==> config.mk <==
export PLATFORM = sky130hd
export DESIGN_NAME = alu_shared_sequencer
export DESIGN_NICKNAME = d
export VERILOG_FILES = /design/src/rtl/alu_shared_sequencer.sv
export SDC_FILE = /design/constraint.sdc
export NUM_CORES = 1
export LEC_CHECK = 0
export CORE_AREA = 2 2 218 220
export DETAILED_ROUTE_END_ITERATION = 16
export DIE_AREA = 0 0 220 222
export PLACE_DENSITY = 0.48
export SLEW_MARGIN = 25
export SYNTH_ARGS = -nofsm -noshare
export SYNTH_HDL_FRONTEND = slang
export SYNTH_SLANG_ARGS = --single-unit
==> constraint.sdc <==
create_clock -name clk -period 4.6 [get_ports clk]
set_input_delay 0.46 -clock clk [delete_from_list [all_inputs] [get_ports clk]]
set_output_delay 0.46 -clock clk [all_outputs]
set_load 0.02 [all_outputs]
==> src/rtl/alu_shared_sequencer.sv <==
// Round-robin sequencer sharing one combinational ALU between two requesters.
// Operands are registered and held for a per-opcode cycle count before the result is sampled.
module alu_shared_sequencer #(
  parameter int unsigned WIDTH      = 64,
  parameter int unsigned DIV_CYCLES = 4
) (
  input  logic             clk,
  input  logic             rst,
  input  logic             req0_valid,
  output logic             req0_ready,
  input  logic [3:0]       req0_opcode,
  input  logic [WIDTH-1:0] req0_a,
  input  logic [WIDTH-1:0] req0_b,
  input  logic [4:0]       req0_shamt,
  input  logic             req1_valid,
  output logic             req1_ready,
  input  logic [3:0]       req1_opcode,
  input  logic [WIDTH-1:0] req1_a,
  input  logic [WIDTH-1:0] req1_b,
  input  logic [4:0]       req1_shamt,
  output logic [3:0]       alu_opcode,
  output logic [WIDTH-1:0] alu_input1,
  output logic [WIDTH-1:0] alu_input2,
  output logic [4:0]       alu_shiftValue,
  input  logic [WIDTH-1:0] alu_result,
  input  logic             alu_carryFlag,
  input  logic             alu_zeroFlag,
  input  logic             alu_signFlag,
  output logic             rsp_valid,
  input  logic             rsp_ready,
  output logic             rsp_id,
  output logic [WIDTH-1:0] rsp_result,
  output logic             rsp_carry,
  output logic             rsp_zero,
  output logic             rsp_sign,
  output logic             busy
);

  localparam int unsigned CW = (DIV_CYCLES < 2) ? 1 : $clog2(DIV_CYCLES + 1);
  localparam logic [CW-1:0] CNT_ONE = CW'(1);
  localparam logic [CW-1:0] CNT_DIV = CW'(DIV_CYCLES);
  localparam logic [3:0]    OP_SUB  = 4'd1;
  localparam logic [3:0]    OP_DIV  = 4'd7;

  typedef enum logic [1:0] {S_IDLE, S_EXEC, S_RESP} state_t;

  state_t           r_state, w_next;
  logic             r_last_grant;
  logic [CW-1:0]    r_cnt;
  logic [3:0]       r_alu_op;
  logic [WIDTH-1:0] r_alu_a, r_alu_b, r_rsp_result;
  logic [4:0]       r_alu_sh;
  logic             r_rsp_id, r_rsp_carry, r_rsp_zero, r_rsp_sign;

  logic             w_grant0, w_grant1, w_accept, w_done;
  logic [3:0]       w_sel_op;
  logic [WIDTH-1:0] w_sel_a, w_sel_b;
  logic [4:0]       w_sel_sh;

  // On contention the requester that did not win last time is granted.
  assign w_grant0 = (r_state == S_IDLE) && req0_valid && (!req1_valid || r_last_grant);
  assign w_grant1 = (r_state == S_IDLE) && req1_valid && (!req0_valid || !r_last_grant);
  assign w_accept = w_grant0 || w_grant1;
  assign w_done   = (r_state == S_EXEC) && (r_cnt <= CNT_ONE);

  assign w_sel_op = w_grant1 ? req1_opcode : req0_opcode;
  assign w_sel_a  = w_grant1 ? req1_a      : req0_a;
  assign w_sel_b  = w_grant1 ? req1_b      : req0_b;
  assign w_sel_sh = w_grant1 ? req1_shamt  : req0_shamt;

  always_ff @(posedge clk) begin
    if (rst) r_state <= S_IDLE;
    else     r_state <= w_next;
  end

  always_comb begin
    w_next = r_state;
    case (r_state)
      S_IDLE:  if (w_accept) w_next = S_EXEC;
      S_EXEC:  if (w_done) w_next = S_RESP;
      S_RESP:  if (rsp_ready) w_next = S_IDLE;
      default: w_next = S_IDLE;
    endcase
  end

  always_ff @(posedge clk) begin
    if (rst) begin
      r_last_grant <= 1'b1;
      r_cnt        <= '0;
      r_alu_op     <= '0;
      r_alu_a      <= '0;
      r_alu_b      <= '0;
      r_alu_sh     <= '0;
      r_rsp_id     <= 1'b0;
      r_rsp_result <= '0;
      r_rsp_carry  <= 1'b0;
      r_rsp_zero   <= 1'b0;
      r_rsp_sign   <= 1'b0;
    end else begin
      if (w_accept) begin
        r_alu_op     <= w_sel_op;
        r_alu_a      <= w_sel_a;
        r_alu_b      <= w_sel_b;
        r_alu_sh     <= w_sel_sh;
        r_rsp_id     <= w_grant1;
        r_last_grant <= w_grant1;
        r_cnt        <= (w_sel_op == OP_DIV) ? CNT_DIV : CNT_ONE;
      end
      if (r_state == S_EXEC) begin
        if (w_done) begin
          r_cnt        <= '0;
          r_rsp_result <= alu_result;
          r_rsp_zero   <= alu_zeroFlag;
          r_rsp_sign   <= alu_signFlag;
          r_rsp_carry  <= (r_alu_op <= OP_SUB) ? alu_carryFlag : 1'b0;
        end else begin
          r_cnt <= r_cnt - CNT_ONE;
        end
      end
    end
  end

  assign req0_ready     = w_grant0;
  assign req1_ready     = w_grant1;
  assign alu_opcode     = r_alu_op;
  assign alu_input1     = r_alu_a;
  assign alu_input2     = r_alu_b;
  assign alu_shiftValue = r_alu_sh;
  assign rsp_valid      = (r_state == S_RESP);
  assign rsp_id         = r_rsp_id;
  assign rsp_result     = r_rsp_result;
  assign rsp_carry      = r_rsp_carry;
  assign rsp_zero       = r_rsp_zero;
  assign rsp_sign       = r_rsp_sign;
  assign busy           = (r_state != S_IDLE);

endmodule

==> impl_results.html <==
<table>
<tr><th>Metric</th><th>Value</th></tr>
<tr><th colspan="2">Routing</th></tr>
<tr><td>Final ANT Viol Nets</td><td>0</td></tr>
<tr><td>Drt wl/cell</td><td>17.7 microns</td></tr>
<tr><td>Via count of the routed design</td><td>9572</td></tr>
<tr><td>Number of iterations in the first detailed-routing pass</td><td>4</td></tr>
<tr><td>Final Routed Wirelength</td><td>just under 40 mm</td></tr>
<tr><td>Detailed Route Iter0 Violations</td><td>364</td></tr>
<tr><td>Via density</td><td>4.29</td></tr>
<tr><td>Remaining routing DRC violations</td><td>0</td></tr>
<tr><th colspan="2">Synthesis</th></tr>
<tr><td>Post-synth cell types</td><td>35</td></tr>
<tr><td>Number of warnings issued by yosys</td><td>0</td></tr>
<tr><td>Post-Synthesis Net Count</td><td>1453</td></tr>
<tr><td>Sequential element share of the synthesized area</td><td>0.455</td></tr>
<tr><td>Per-instance average area after synthesis</td><td>between 8 and 9 sq um</td></tr>
<tr><td>Mapped Area</td><td>0.00929 sq mm</td></tr>
<tr><td>Number of instances in the synthesized netlist</td><td>1105</td></tr>
<tr><td>Synthesis-stage register bit count</td><td>211</td></tr>
<tr><th colspan="2">Floorplan</th></tr>
<tr><td>Standard-cell row count</td><td>79</td></tr>
<tr><td>Die boundary width</td><td>220 microns</td></tr>
<tr><td>Initial Utilization</td><td>0.201</td></tr>
<tr><td>Total I/O pin count</td><td>555</td></tr>
<tr><td>DIE AREA</td><td>around 0.049 sq mm</td></tr>
<tr><td>Core footprint</td><td>0.0463 sq mm</td></tr>
<tr><td>Overall die height</td><td>between 200 and 250 microns</td></tr>
<tr><th colspan="2">STA</th></tr>
<tr><td>Unrepaired setup endpoints after global routing</td><td>false</td></tr>
<tr><td>Fin. Hold Viols</td><td>0</td></tr>
<tr><td>Tmin final</td><td>approximately 3.3 ns</td></tr>
<tr><td>Worst-Margin Slew</td><td>a little over 0.9 ns</td></tr>
<tr><td>Max-Slew Margin vs Limit</td><td>0.383</td></tr>
<tr><td>Setup-violating endpoint count in the final report</td><td>0</td></tr>
<tr><td>Clock Skew</td><td>0.00638 ns</td></tr>
<tr><td>Slew Viols, Final</td><td>0</td></tr>
<tr><td>Ratio of final minimum period to clock period</td><td>0.708</td></tr>
<tr><td>Setup TNS Final</td><td>0 ns</td></tr>
<tr><td>Maximum clock frequency</td><td>307 MHz</td></tr>
<tr><th colspan="2">Clocking</th></tr>
<tr><td>CTS Hold Buffers Added</td><td>0</td></tr>
<tr><td>Number of levels in the clock H-tree</td><td>1</td></tr>
<tr><td>Clock latency on the worst-skew pair</td><td>~0.54 ns</td></tr>
<tr><td>Clock sink count</td><td>211</td></tr>
<tr><td>Root Buffer</td><td>clkbuf_16</td></tr>
<tr><td>Maximum buffer depth of the clock tree</td><td>3</td></tr>
<tr><td>CTS clock-pin slew for the worst setup and hold paths</td><td>roughly 0.050 ns</td></tr>
<tr><td>Resize count post-CTS</td><td>0</td></tr>
<tr><td>Total CTS buffers</td><td>27</td></tr>
<tr><td>TritonCTS clock tree</td><td>built</td></tr>
<tr><td>Buffers inserted by post-CTS timing repair</td><td>0</td></tr>
<tr><th colspan="2">Setup path</th></tr>
<tr><td>Slowest CP cell</td><td>clkdlybuf4s50_1</td></tr>
<tr><td>Cell occurring most often along the worst timing path</td><td>clkdlybuf4s50_1</td></tr>
<tr><td>Maximum net fanout on the critical path</td><td>48</td></tr>
<tr><td>CP Class</td><td>input pin to output pin</td></tr>
<tr><td>Cells traversed along the worst timing path</td><td>clkdlybuf4s50_1 &gt; a211o_1 &gt; or2_4 &gt; clkinv_4 &gt; clkdlybuf4s50_1</td></tr>
<tr><td>Kind of end point of the critical path</td><td>output pin</td></tr>
<tr><td>Reg-to-reg slack, setup</td><td>2.18 ns</td></tr>
<tr><td>Startpoint Class</td><td>input pin</td></tr>
<tr><td>Arrival time at the worst endpoint</td><td>roughly 2.8 ns</td></tr>
<tr><td>Launching element of the worst setup path</td><td>req0_valid</td></tr>
<tr><td>R2R Path Start</td><td>r_state[0]</td></tr>
<tr><td>Data required time at the worst endpoint</td><td>a little over 4 ns</td></tr>
<tr><td>Crit-path max cell delay</td><td>0.69 ns</td></tr>
<tr><th colspan="2">Worst hold path</th></tr>
<tr><td>Worst hold start</td><td>rst</td></tr>
<tr><td>Hold Crit Class</td><td>input pin to register</td></tr>
<tr><th colspan="2">Power</th></tr>
<tr><td>Combinational Power Share</td><td>0.346</td></tr>
<tr><td>Switching power</td><td>between 2 and 2.5 mW</td></tr>
<tr><td>Power per cell area</td><td>around 410 mW/mm^2</td></tr>
<tr><td>Power Internal</td><td>between 4 and 5 mW</td></tr>
<tr><td>Switching portion of total power</td><td>0.336</td></tr>
<tr><td>Share of power burned in registers</td><td>0.337</td></tr>
<tr><td>Leakage</td><td>5.87 nW</td></tr>
<tr><td>Maximum resistive drop on vdd</td><td>0.228 mV</td></tr>
<tr><td>Clock network fraction of total power</td><td>0.317</td></tr>
<tr><th colspan="2">Cells and area</th></tr>
<tr><td>Layout Utilization</td><td>0.350</td></tr>
<tr><td>Signed area change from the synthesized netlist to the final layout</td><td>74.1%</td></tr>
<tr><td>Commonest cells after routing, fill and taps aside</td><td>clkdlybuf4s50_1, nand2_1, dfxtp_1</td></tr>
<tr><td>Total number of nets in the final design</td><td>just under 2000</td></tr>
<tr><td>Commonest non-fill, non-tap cell in the layout</td><td>clkdlybuf4s50_1</td></tr>
<tr><td>Layout cells sized above 1</td><td>0.107</td></tr>
<tr><th colspan="2">Global route</th></tr>
<tr><td>Tot GR Track Use</td><td>0.153</td></tr>
<tr><td>Layer carrying the most global-route usage</td><td>met2</td></tr>
<tr><td>Met2 Use GR</td><td>0.266</td></tr>
<tr><td>Largest net degree at the start of global routing</td><td>~110</td></tr>
<tr><td>Total global routing overflow</td><td>0</td></tr>
<tr><td>GR Util met1</td><td>0.175</td></tr>
<tr><td>Number of global-route vias before repair</td><td>9558</td></tr>
<tr><td>Antenna violations before repair</td><td>4</td></tr>
<tr><td>Global-route wire length before repair</td><td>58.1 mm</td></tr>
<tr><td>Met3 GRT Util</td><td>0.0580</td></tr>
<tr><th colspan="2">Outcome</th></tr>
<tr><td>Result of the run</td><td>finished, final reports clean</td></tr>
<tr><th colspan="2">Placement</th></tr>
<tr><td>Number of buffer cells added on primary ports</td><td>554</td></tr>
<tr><td>Post-detailed-placement half-perimeter wirelength</td><td>between 20 and 30 mm</td></tr>
<tr><td>Routability congestion estimate</td><td>0.793</td></tr>
<tr><th colspan="2">Run</th></tr>
<tr><td>Maximum capacitance violations</td><td>0</td></tr>
</table>
path summary, 6_finish.rpt:
check	end	depth (start not counted)
hold reg to reg	rsp_result[51]	2
setup / recovery	req1_ready	5
setup reg to reg	alu_input1[58]	6
hold / removal	alu_input1[62]	2
cells by family (layout without fill, tap and decap cells):
family	after synthesis	count (layout)	synth area share
adder cells (fa/ha/maj)	2	2	0.00269
AO/OA/AOI/OAI	221	221	0.250
flip-flops	211	211	0.455
AND/OR/NAND/NOR	565	565	0.234
buffers and inverters	106	625	0.0590
other	0	1	0
critical path, delay by kind of cell:
kind / cells / cell delay, ns
AO/OA/AOI/OAI: 1 / 0.35
buffers and inverters: 3 / 1.54
AND/OR/NAND/NOR: 1 / 0.38
layout make-up:
class	count	area, sq um
Antenna cell	1	2.50
Clock buffer	41	808
Clock inverter	8	71.3
Fill cell	4816	30100
Inverter	7	31.3
Multi-Input combinational cell	788	4530
Sequential cell	211	4220
Tap cell	607	759
Timing Repair Buffer	569	5740
per-stage QoR:
stage	setup WS, ns	power (mW)	hold slack (ns)	instance area [sq um]	std cells
after floorplan	2.79	3.53	0.461	9290	1105
after global placement	1.32	4.62	0.441	15300	2182
after detailed placement	1.31	4.63	0.446	15300	2182
after CTS	1.30	6.80	0.424	16200	2231
after global routing	1.24	7.06	0.444	16200	2232
final	1.34	6.68	0.412	16200	2232
sequential cells by signal, indices dropped and copies added, names as in the netlist:
signal          cells
r_state             2
alu_input1         64
alu_shiftValue      5
rsp_result         64
r_cnt               3
alu_input2         64
rsp_zero            1
rsp_sign            1
rsp_carry           1
rsp_id              1
r_last_grant        1
alu_opcode          4
routing by layer:
layer / vias to the layer above / part of all wire
met5: - / 0.00058
met4: 4 / 0.020
met3: 49 / 0.11
met2: 369 / 0.48
met1: 4388 / 0.39
li1: 4762 / -
Yosys cell counts (all sizes together):
master / instances / area share
nand2: 407 / 0.16
dfxtp: 211 / 0.45
nor2: 142 / 0.057
a311oi: 136 / 0.20
a21oi: 71 / 0.038
clkbuf: 58 / 0.023
buf: 41 / 0.032
inv: 6 / 0.0024
o21ai: 4 / 0.0022
nand2b: 3 / 0.0020
a21o: 2 / 0.0016
a31oi: 2 / 0.0013
ha: 2 / 0.0027
nor3: 2 / 0.0011
or2: 2 / 0.0013
or3: 2 / 0.0013
a211o: 1 / 0.00094
a222oi: 1 / 0.0011
a2bb2oi: 1 / 0.00094
and4b: 1 / 0.0011
clkinv: 1 / 0.00094
nand3: 1 / 0.00054
nand3b: 1 / 0.00081
nand4b: 1 / 0.00094
nor2b: 1 / 0.00067
nor4b: 1 / 0.00094
o21a: 1 / 0.00081
o21ba: 1 / 0.0011
o21bai: 1 / 0.00081
or3b: 1 / 0.00094
power by group through the flow:
stage	logic [mW]	clock network [mW]	registers (mW)
global placement	2.33	0	2.28
detailed placement	2.34	0	2.29
global route	2.49	2.28	2.29
floorplan	0.926	0	2.60
CTS	2.35	2.19	2.26
finish	2.31	2.11	2.25
No activity file was read; power rests on OpenSTA's default activity.
